File: src/rtl/serial_adder_host_if.sv
// Bundle of the requester-side and link-side signals of the serial-add host.
// The slave modport is the host itself; the master modport is whatever
// drives requests and plays the responder.
interface serial_adder_host_if #(
    parameter int OP_W = 2
);
    localparam int RES_W = OP_W + 1;

    logic             start;
    logic [OP_W-1:0]  op_a;
    logic [OP_W-1:0]  op_b;
    logic             busy;
    logic             done;
    logic [RES_W-1:0] result;
    logic             mismatch;
    logic             timeout_err;
    logic             ser_en_o;
    logic             ser_a_o;
    logic             ser_b_o;
    logic             ser_en_i;
    logic             ser_out_i;

    modport master (
        output start, op_a, op_b, ser_en_i, ser_out_i,
        input  busy, done, result, mismatch, timeout_err,
               ser_en_o, ser_a_o, ser_b_o
    );

    modport slave (
        input  start, op_a, op_b, ser_en_i, ser_out_i,
        output busy, done, result, mismatch, timeout_err,
               ser_en_o, ser_a_o, ser_b_o
    );
endinterface

File: src/rtl/serial_adder_host.sv
// Initiator end of the two-operand serial-add link. Serialises the latched
// operands MSB-first, waits for the responder's enable pulse, deserialises
// the OP_W+1 bit sum MSB-first and reports it with a self-check flag.
// Every output comes straight from a flop.
module serial_adder_host #(
    parameter int OP_W       = 2,
    parameter int TIMEOUT    = 8,
    parameter int GAP_CYCLES = 1
) (
    input  logic               clk,
    input  logic               rst_n,
    serial_adder_host_if.slave bus
);
    localparam int RES_W   = OP_W + 1;
    localparam int MAX_A   = (TIMEOUT > GAP_CYCLES) ? TIMEOUT : GAP_CYCLES;
    localparam int CNT_MAX = (MAX_A > RES_W) ? MAX_A : RES_W;
    localparam int CNT_W   = $clog2(CNT_MAX + 1);

    // Terminal counts; the counter restarts at 0 on every state change.
    localparam logic [CNT_W-1:0] TIMEOUT_LAST = CNT_W'(TIMEOUT - 1);
    localparam logic [CNT_W-1:0] SEND_LAST    = CNT_W'(OP_W - 1);
    localparam logic [CNT_W-1:0] RECV_LAST    = CNT_W'(RES_W - 2);
    localparam logic [CNT_W-1:0] GAP_LAST     = CNT_W'(GAP_CYCLES - 1);

    typedef enum logic [2:0] {
        ST_FLUSH,
        ST_IDLE,
        ST_SEND,
        ST_WAIT,
        ST_RECV,
        ST_GAP
    } state_t;

    // With no gap requested a finished or aborted transfer returns to IDLE directly.
    localparam state_t AFTER_XFER = (GAP_CYCLES == 0) ? ST_IDLE : ST_GAP;

    state_t           state_reg, state_next;
    logic [CNT_W-1:0] cnt_reg, cnt_next;
    logic [OP_W-1:0]  op_a_reg, op_a_next;
    logic [OP_W-1:0]  op_b_reg, op_b_next;
    logic [OP_W-1:0]  sh_a_reg, sh_a_next;
    logic [OP_W-1:0]  sh_b_reg, sh_b_next;
    logic [RES_W-1:0] rx_reg, rx_next;
    logic [RES_W-1:0] result_reg, result_next;
    logic             busy_reg, busy_next;
    logic             done_reg, done_next;
    logic             mismatch_reg, mismatch_next;
    logic             timeout_reg, timeout_next;
    logic             ser_en_reg, ser_en_next;
    logic             ser_a_reg, ser_a_next;
    logic             ser_b_reg, ser_b_next;

    logic [RES_W-1:0] rx_word;
    logic [RES_W-1:0] sum_exp;

    // Word formed by shifting in the bit arriving on this edge.
    assign rx_word = {rx_reg[RES_W-2:0], bus.ser_out_i};
    // Reference sum of the latched operands for the self-check flag.
    assign sum_exp = RES_W'(op_a_reg) + RES_W'(op_b_reg);

    // State register plus all registered outputs and datapath.
    always_ff @(posedge clk or negedge rst_n) begin
        if (!rst_n) begin
            state_reg    <= ST_FLUSH;
            cnt_reg      <= '0;
            op_a_reg     <= '0;
            op_b_reg     <= '0;
            sh_a_reg     <= '0;
            sh_b_reg     <= '0;
            rx_reg       <= '0;
            result_reg   <= '0;
            busy_reg     <= 1'b0;
            done_reg     <= 1'b0;
            mismatch_reg <= 1'b0;
            timeout_reg  <= 1'b0;
            ser_en_reg   <= 1'b0;
            ser_a_reg    <= 1'b0;
            ser_b_reg    <= 1'b0;
        end else begin
            state_reg    <= state_next;
            cnt_reg      <= cnt_next;
            op_a_reg     <= op_a_next;
            op_b_reg     <= op_b_next;
            sh_a_reg     <= sh_a_next;
            sh_b_reg     <= sh_b_next;
            rx_reg       <= rx_next;
            result_reg   <= result_next;
            busy_reg     <= busy_next;
            done_reg     <= done_next;
            mismatch_reg <= mismatch_next;
            timeout_reg  <= timeout_next;
            ser_en_reg   <= ser_en_next;
            ser_a_reg    <= ser_a_next;
            ser_b_reg    <= ser_b_next;
        end
    end

    // Next-state and phase counter; ser_en_i only matters while in WAIT.
    always_comb begin
        state_next = state_reg;
        case (state_reg)
            ST_FLUSH: if (cnt_reg == TIMEOUT_LAST) state_next = ST_IDLE;
            ST_IDLE:  if (bus.start) state_next = ST_SEND;
            ST_SEND:  if (cnt_reg == SEND_LAST) state_next = ST_WAIT;
            ST_WAIT: begin
                if (bus.ser_en_i)                   state_next = ST_RECV;
                else if (cnt_reg == TIMEOUT_LAST)   state_next = AFTER_XFER;
            end
            ST_RECV:  if (cnt_reg == RECV_LAST) state_next = AFTER_XFER;
            ST_GAP:   if (cnt_reg == GAP_LAST) state_next = ST_IDLE;
            default:  state_next = ST_FLUSH;
        endcase

        if ((state_next != state_reg) || (state_reg == ST_IDLE))
            cnt_next = '0;
        else
            cnt_next = cnt_reg + CNT_W'(1);
    end

    // Next values of the registered outputs and operand/result datapath.
    always_comb begin
        op_a_next     = op_a_reg;
        op_b_next     = op_b_reg;
        sh_a_next     = sh_a_reg;
        sh_b_next     = sh_b_reg;
        rx_next       = rx_reg;
        result_next   = result_reg;
        mismatch_next = mismatch_reg;
        done_next     = 1'b0;
        timeout_next  = 1'b0;
        ser_en_next   = 1'b0;
        ser_a_next    = 1'b0;
        ser_b_next    = 1'b0;
        busy_next     = (state_next != ST_IDLE);

        case (state_reg)
            ST_IDLE: begin
                if (bus.start) begin
                    op_a_next     = bus.op_a;
                    op_b_next     = bus.op_b;
                    mismatch_next = 1'b0;
                    // MSB goes out with the enable on the accepting edge.
                    ser_en_next   = 1'b1;
                    ser_a_next    = bus.op_a[OP_W-1];
                    ser_b_next    = bus.op_b[OP_W-1];
                    sh_a_next     = bus.op_a << 1;
                    sh_b_next     = bus.op_b << 1;
                end
            end
            ST_SEND: begin
                // Remaining bits follow without enable; link returns to 0 after the LSB.
                if (cnt_reg != SEND_LAST) begin
                    ser_a_next = sh_a_reg[OP_W-1];
                    ser_b_next = sh_b_reg[OP_W-1];
                    sh_a_next  = sh_a_reg << 1;
                    sh_b_next  = sh_b_reg << 1;
                end
            end
            ST_WAIT: begin
                if (bus.ser_en_i)
                    rx_next = {{(RES_W-1){1'b0}}, bus.ser_out_i};
                else if (cnt_reg == TIMEOUT_LAST)
                    timeout_next = 1'b1;
            end
            ST_RECV: begin
                rx_next = rx_word;
                // Result is only published once complete, so an abort leaves it intact.
                if (cnt_reg == RECV_LAST) begin
                    result_next   = rx_word;
                    done_next     = 1'b1;
                    mismatch_next = (rx_word != sum_exp);
                end
            end
            default: ;
        endcase
    end

    assign bus.busy        = busy_reg;
    assign bus.done        = done_reg;
    assign bus.result      = result_reg;
    assign bus.mismatch    = mismatch_reg;
    assign bus.timeout_err = timeout_reg;
    assign bus.ser_en_o    = ser_en_reg;
    assign bus.ser_a_o     = ser_a_reg;
    assign bus.ser_b_o     = ser_b_reg;
endmodule

File: src/flat_wrapper.sv
// flat-port wrapper written by rule: the top's interface ports become plain ports
module serial_adder_host_flat 
#(
    parameter int OP_W       = 2,
    parameter int TIMEOUT    = 8,
    parameter int GAP_CYCLES = 1
)
  (clk, rst_n, bus_start, bus_op_a, bus_op_b, bus_ser_en_i, bus_ser_out_i, bus_busy, bus_done, bus_result, bus_mismatch, bus_timeout_err, bus_ser_en_o, bus_ser_a_o, bus_ser_b_o);
  serial_adder_host_if #(.OP_W(OP_W)) bus_i ();
  input  logic clk;
  input  logic rst_n;
  input wire logic [$bits(bus_i.start)-1:0] bus_start;
  input wire logic [$bits(bus_i.op_a)-1:0] bus_op_a;
  input wire logic [$bits(bus_i.op_b)-1:0] bus_op_b;
  input wire logic [$bits(bus_i.ser_en_i)-1:0] bus_ser_en_i;
  input wire logic [$bits(bus_i.ser_out_i)-1:0] bus_ser_out_i;
  output wire logic [$bits(bus_i.busy)-1:0] bus_busy;
  output wire logic [$bits(bus_i.done)-1:0] bus_done;
  output wire logic [$bits(bus_i.result)-1:0] bus_result;
  output wire logic [$bits(bus_i.mismatch)-1:0] bus_mismatch;
  output wire logic [$bits(bus_i.timeout_err)-1:0] bus_timeout_err;
  output wire logic [$bits(bus_i.ser_en_o)-1:0] bus_ser_en_o;
  output wire logic [$bits(bus_i.ser_a_o)-1:0] bus_ser_a_o;
  output wire logic [$bits(bus_i.ser_b_o)-1:0] bus_ser_b_o;
  assign bus_i.start = bus_start;
  assign bus_i.op_a = bus_op_a;
  assign bus_i.op_b = bus_op_b;
  assign bus_i.ser_en_i = bus_ser_en_i;
  assign bus_i.ser_out_i = bus_ser_out_i;
  assign bus_busy = bus_i.busy;
  assign bus_done = bus_i.done;
  assign bus_result = bus_i.result;
  assign bus_mismatch = bus_i.mismatch;
  assign bus_timeout_err = bus_i.timeout_err;
  assign bus_ser_en_o = bus_i.ser_en_o;
  assign bus_ser_a_o = bus_i.ser_a_o;
  assign bus_ser_b_o = bus_i.ser_b_o;
  serial_adder_host #(.OP_W(OP_W), .TIMEOUT(TIMEOUT), .GAP_CYCLES(GAP_CYCLES)) u_core (.clk(clk), .rst_n(rst_n), .bus(bus_i));
endmodule
File: config.mk
export PLATFORM = sky130hd
export DESIGN_NAME = serial_adder_host_flat
export DESIGN_NICKNAME = d
export VERILOG_FILES = /design/src/rtl/serial_adder_host_if.sv /design/src/rtl/serial_adder_host.sv /design/src/flat_wrapper.sv
export SDC_FILE = /design/constraint.sdc
export NUM_CORES = 1
export LEC_CHECK = 0
export BUFFER_PORTS_ARGS = -buffer_cell sky130_fd_sc_hd__buf_2
export CORE_MARGIN = 2
export CORE_UTILIZATION = 25
export DETAILED_ROUTE_END_ITERATION = 10
export PLACE_DENSITY = 0.42
export SETUP_SLACK_MARGIN = 0.05
export SLEW_MARGIN = 20
export SYNTH_ARGS = -nofsm -noshare
export SYNTH_HDL_FRONTEND = slang
export SYNTH_SLANG_ARGS = --single-unit
File: constraint.sdc
create_clock -name clk -period 2.65 [get_ports clk]
set_input_delay 0.1325 -clock clk [delete_from_list [all_inputs] [get_ports clk]]
set_output_delay 0.1325 -clock clk [all_outputs]
set_load 0.03 [all_outputs]
# Yosys cells after proc, flatten, opt, wreduce, memory -nomap -nowiden
# Cells that the tools add are included.
[totals] elab_cells=76 in_bits=9 out_inout_bits=10 register_bits=27
[classes] eq_ne=15 n_mux=33 addsub=2 n_reduce_logical=11
[ops] op="2-to-1 mux 3 bit" n=7
[ops] op="one-hot mux 3 bit (6 select lines)" n=1
[ops] op="2-to-1 mux 1 bit" n=13
[ops] op="one-hot mux 2 bit (2 select lines)" n=3
[ops] op="2-to-1 mux 2 bit" n=5
[ops] op="== test 3 x 2 -> 1 bit (second input constant)" n=2
[ops] op="== test 3 bit (second input constant)" n=2
[ops] op="inequality test 3 bit" n=2
[ops] op="one-hot mux 1 bit (2 select lines)" n=3
[ops] op="AND reduction 2 bit" n=3
[ops] op="AND reduction 3 bit" n=2
[ops] op="nonzero test 2 bit" n=3
[ops] op="adder 4 x 1 -> 4 bit (second input constant)" n=1
[ops] op="== test 4 x 1 -> 1 bit (second input constant)" n=1
[ops] op="== test 4 x 3 -> 1 bit (second input constant)" n=1
[ops] op="zero test 4 bit" n=1
[ops] op="2-to-1 mux 4 bit" n=1
[ops] op="inequality test 2 x 1 -> 1 bit (second input constant)" n=2
[ops] op="inequality test 2 bit (second input constant)" n=2
[ops] op="inequality test 4 x 1 -> 1 bit (second input constant)" n=1
[ops] op="adder 2 x 2 -> 3 bit" n=1
[ops] op="== test 3 x 1 -> 1 bit (second input constant)" n=1
[ops] op="zero test 3 bit" n=1
[ops] op="inequality test 3 x 1 -> 1 bit (second input constant)" n=1
[ops] op="logical OR 1 bit" n=1

# Logic depth before layout (Yosys ltp)
[logic_depth] ltp_word=7 depth_mapped=8 depth_no_buf=7

# Worst setup path before layout
# OpenSTA, ideal clock, no wires.
[synth_timing] path_type="register to register" startpoint="register u_core.cnt_reg[1]" endpoint="register u_core.mismatch_reg, in the netlist u_core.bus.mismatch" path_stages_with_launch=8 period_less_slack_ns=1.711 path_buffers=1 setup_ns=0.121 required_ns=2.529 slack_ns=0.939 t_arrival_ns=1.590 cell_sequence="dfrtp_1 > inv_1 > ha_1 > or3b_1 > or3_1 > buf_6 > nand3b_1 > o21ai_2"
[synth_via] elab_chain_len=3
[synth_lines] element="start: declaration" line="serial_adder_host.sv:38" rtl="logic [CNT_W-1:0] cnt_reg, cnt_next;"
[synth_lines] element="start signal: assignment" line="serial_adder_host.sv:81" rtl="cnt_reg <= cnt_next;"
[synth_lines] element="== test 4 x 1 -> 1 bit" line="serial_adder_host.sv:168" rtl="if (cnt_reg == RECV_LAST) begin"
[synth_lines] element="inequality test 2 x 1 -> 1 bit (no source line)"
[synth_lines] element="AND reduction 3 bit (no source line)"
[synth_lines] element="end signal: assignment" line="serial_adder_host.sv:90" rtl="mismatch_reg <= mismatch_next;"
[synth_lines] element="end: declaration" line="serial_adder_host.sv:47" rtl="logic mismatch_reg, mismatch_next;"
# Every way passes these cells.
# A chain may end at the register's enable or synchronous reset.

# Worst setup path after layout
# Ends and elaborated chain as after synthesis.

==> impl_metrics.yaml <==
synthesis:
  synth-xor-area-share_pct: 3.56
  syn-cell-area_mm2: 0.00123
  synthesis.nets: 127
  async_reset_ff_share_pct: 100
  synth_compound_area_share_pct: 12.9
  ys_warn_count: 0
  syn_area_per_cell_um2: 10.9
  ys.flop_type: "dfrtp_1"
  synth_edf_count: 0
  synth_cells: 113
  yosys.area_share.adder_pct: 5.69
  synth-seq-area-share_pct: 50.8
  ys_seq_elements: 25
  synth_top_family_by_area: "simple AND/OR/NAND/NOR gates"
  synthSimpleGateAreaFrac_pct: 17.0
  muxShareOfSynthArea_pct: 4.47
  ys_types: 38
clock_network:
  cts_tree: "built"
  clk_latency_ns: 0.27
  htreeDepth: 1
  path_clk_slew_ns: 0.09
  cts_buffers: 3
  postCtsSetupRepairBufs: 0
  clock_sinks: 25
  clockRootBuffer: "clkbuf_8"
  clk_path_buf_depth: 2
run_status:
  outcome: "complete, no violations"
grt:
  grt_pass1_vias: 931
  grt_max_degree: 26
  overflow: 0
  antenna_found_initial: 0
  grt_pass1_wl_um: 4210
  grtUsageTotal_pct: 10.1
routing:
  drt_iter0_markers: 13
  drtPass1Iterations: 4
  routed_wl_um: 2480
  avgRoutedWirePerCell_um: 12.5
  vias: 888
  drc_errors: 0
  vias_per_cell: 4.48
  ant_nets: 0
finish:
  drive_gt1_share_pct: 23.7
  diodes: 0
  syn_to_final_growth_pct: 16.6
  layoutNonFillerInstCount: 198
  nNetsFinal: 146
  largest_reg_flops: 4
  fin_util_pct: 30.4
  fillers: 494
power:
  ir_drop_v: 0.000363
  power.leakage_nw: 0.691
  powerDensity_mw_per_mm2: 1060
die:
  die_y_um: 74.2
  rows: 25
  dieArea_mm2: 0.00550
  start_util_pct: 26.1
  die_w_um: 74.2
  coreArea_mm2: 0.00472
  num_io_pins: 19
placement:
  dp_hpwl_um: 1790
  place.port_buffers: 18
  gp_congestion: 0.772
  place_inst: 193
sta:
  hold_violations: 0
  max_slew.worst_pin.slew_ns: 0.577
  final.setup.tns_ns: 0
  max_freq_mhz: 516
  whs_ns: 0.0960
  slew_headroom_pct: 61.5
  period_minus_slack_ns: 1.94
  finalMaxSlewViolations: 0
  skew_ns: 0.00473
  post-route-period-util_pct: 73.1
  setup_viol: 0
  rsz0062_at_grt: "false"
critical_path:
  cp-end-kind: "flip-flop"
  max_stage_delay_ns: 0.55
  path_cells: "inv_1 > ha_1 > or3b_1 > or3_1 > nand3b_1 > o21ai_2"
  worst-endpoint-arrival_ns: 2.09
  r2r_slack_ns: 0.71
  required_ns: 2.80
  startpoint_type: "flip-flop"
  cp_max_fo: 7
  worstSetupPathType: "flip-flop to flip-flop"
  slowest_stage: "or3_1"
hold_path:
  worst_hold_path_type: "input port to flip-flop"
run:
  cap_violations: 0
==> layer usage <==
metal / track usage (%) / vias to the layer above / routed length, um
met3: 3.52 / 4 / 133
li1: - / 436 / -
met2: 17.3 / 19 / 1130
met4: 3.03 / 0 / 23
met1: 12.1 / 429 / 1190
met5: 0 / - / 0
==> worst max-delay path: cells and delay by family, from the launching register on <==
family / cells / cell delay (ns)
adders and majority gates: 1 / 0.15
buffers and inverters: 1 / 0.08
DFF: 1 / 0.41
and+or+nand+nor: 3 / 1.12
AOI/OAI and AO/OA: 1 / 0.06
==> per-stage QoR <==
step                      instance area [um^2]  setup slack (ns)  power [mW]
after global routing                      1440             0.566        1.66
after CTS                                 1440             0.685        1.55
after detailed placement                  1380             0.714        1.30
after global placement                    1380             0.783        1.30
final                                     1440             0.712        1.52
after floorplan                           1230             0.939        1.14
==> path summary, 6_finish.rpt <==
| path | start | to | depth (start not counted) |
|---|---|---|---|
| min | bus_op_a[0] | u_core.sh_a_reg[1]$_DFFE_PN0P_ | 2 |
| max | u_core.cnt_reg[1]$_DFF_PN0_ | u_core.bus.mismatch$_DFFE_PN0P_ | 6 |
| max reg2reg | u_core.cnt_reg[1]$_DFF_PN0_ | u_core.bus.mismatch$_DFFE_PN0P_ | 6 |
| min in group asynchronous | rst_n | u_core.bus.busy$_DFF_PN0_ | 2 |
| min reg2reg | u_core.bus.result[0]$_DFFE_PN0P_ | u_core.bus.result[0]$_DFFE_PN0P_ | 2 |
| max in group asynchronous | rst_n | u_core.bus.mismatch$_DFFE_PN0P_ | 2 |
==> area by class of cell <==
class	count	area, um^2	area share [%]
multi-input cells	76	537	37.4
inverters	6	35.0	2.44
well taps	67	83.8	5.84
clock inverters	1	5.00	0.349
repair buffers	20	108	7.50
flip-flops and latches	25	626	43.6
clock buffers	3	41.3	2.88
==> cell usage after synthesis, drive strengths merged (3+ instances only) <==
| library cell | number | area, um^2 |
|---|---|---|
| nor3 | 5 | 25.0 |
| a21oi | 3 | 15.0 |
| nor2 | 5 | 18.8 |
| dfrtp | 25 | 626 |
| o21ai | 4 | 23.8 |
| nand2 | 12 | 45.0 |
| buf | 4 | 26.3 |
| a22o | 4 | 35.0 |
| xor2 | 4 | 35.0 |
| mux2 | 4 | 45.0 |
| nand3b | 3 | 22.5 |
| inv | 5 | 18.8 |
| nand3 | 3 | 15.0 |
| ha | 4 | 50.1 |
==> power breakdown <==
part           internal [mW]  total (mW)  switching, mW
Clock                  0.105       0.226          0.121
Combinational          0.277       0.618          0.341
Sequential             0.518       0.672          0.154
Total                  0.900        1.52          0.616
==> cells in the final DEF, fill, tap and decap left out, drive strengths merged <==
cell         count
clkinv           2
a21oi            3
a31o             2
ha               4
nand4bb          1
nor3b            2
and3             1
fa               1
nand3            3
o211ai           1
nor2             5
xnor2            1
nor3             5
mux2i            1
a22oi            2
and4b            1
or3b             1
a22o             4
nor4             1
clkbuf           3
buf             19
nor2b            1
inv              5
o21ai            4
nand3b           3
o32ai            1
or3              1
mux2             4
nand2           12
a211o            1
o22ai            2
a211oi           1
a21o             1
nand2b           2
dlygate4sd3      1
xor2             4
dfrtp           25
==> what timing repair did <==
item / 4_1_cts / 5_1_grt
gates resized for setup: 0 / 0
hold buffers: 1 / 0
hold endpoints to repair: 25 / 0
endpoints found under the setup margin: 0 / 0
==> cells by family (layout without fill, tap and decap cells) <==
kind of cell | count (synthesis) | in the layout
XOR/XNOR | 5 | 5
flip-flops | 25 | 25
AO/OA/AOI/OAI | 22 | 22
multiplexers | 5 | 5
buffers and inverters | 12 | 30
adder cells (fa/ha/maj) | 5 | 5
AND/OR/NAND/NOR | 39 | 39
Power figures use the tool's default switching activity.
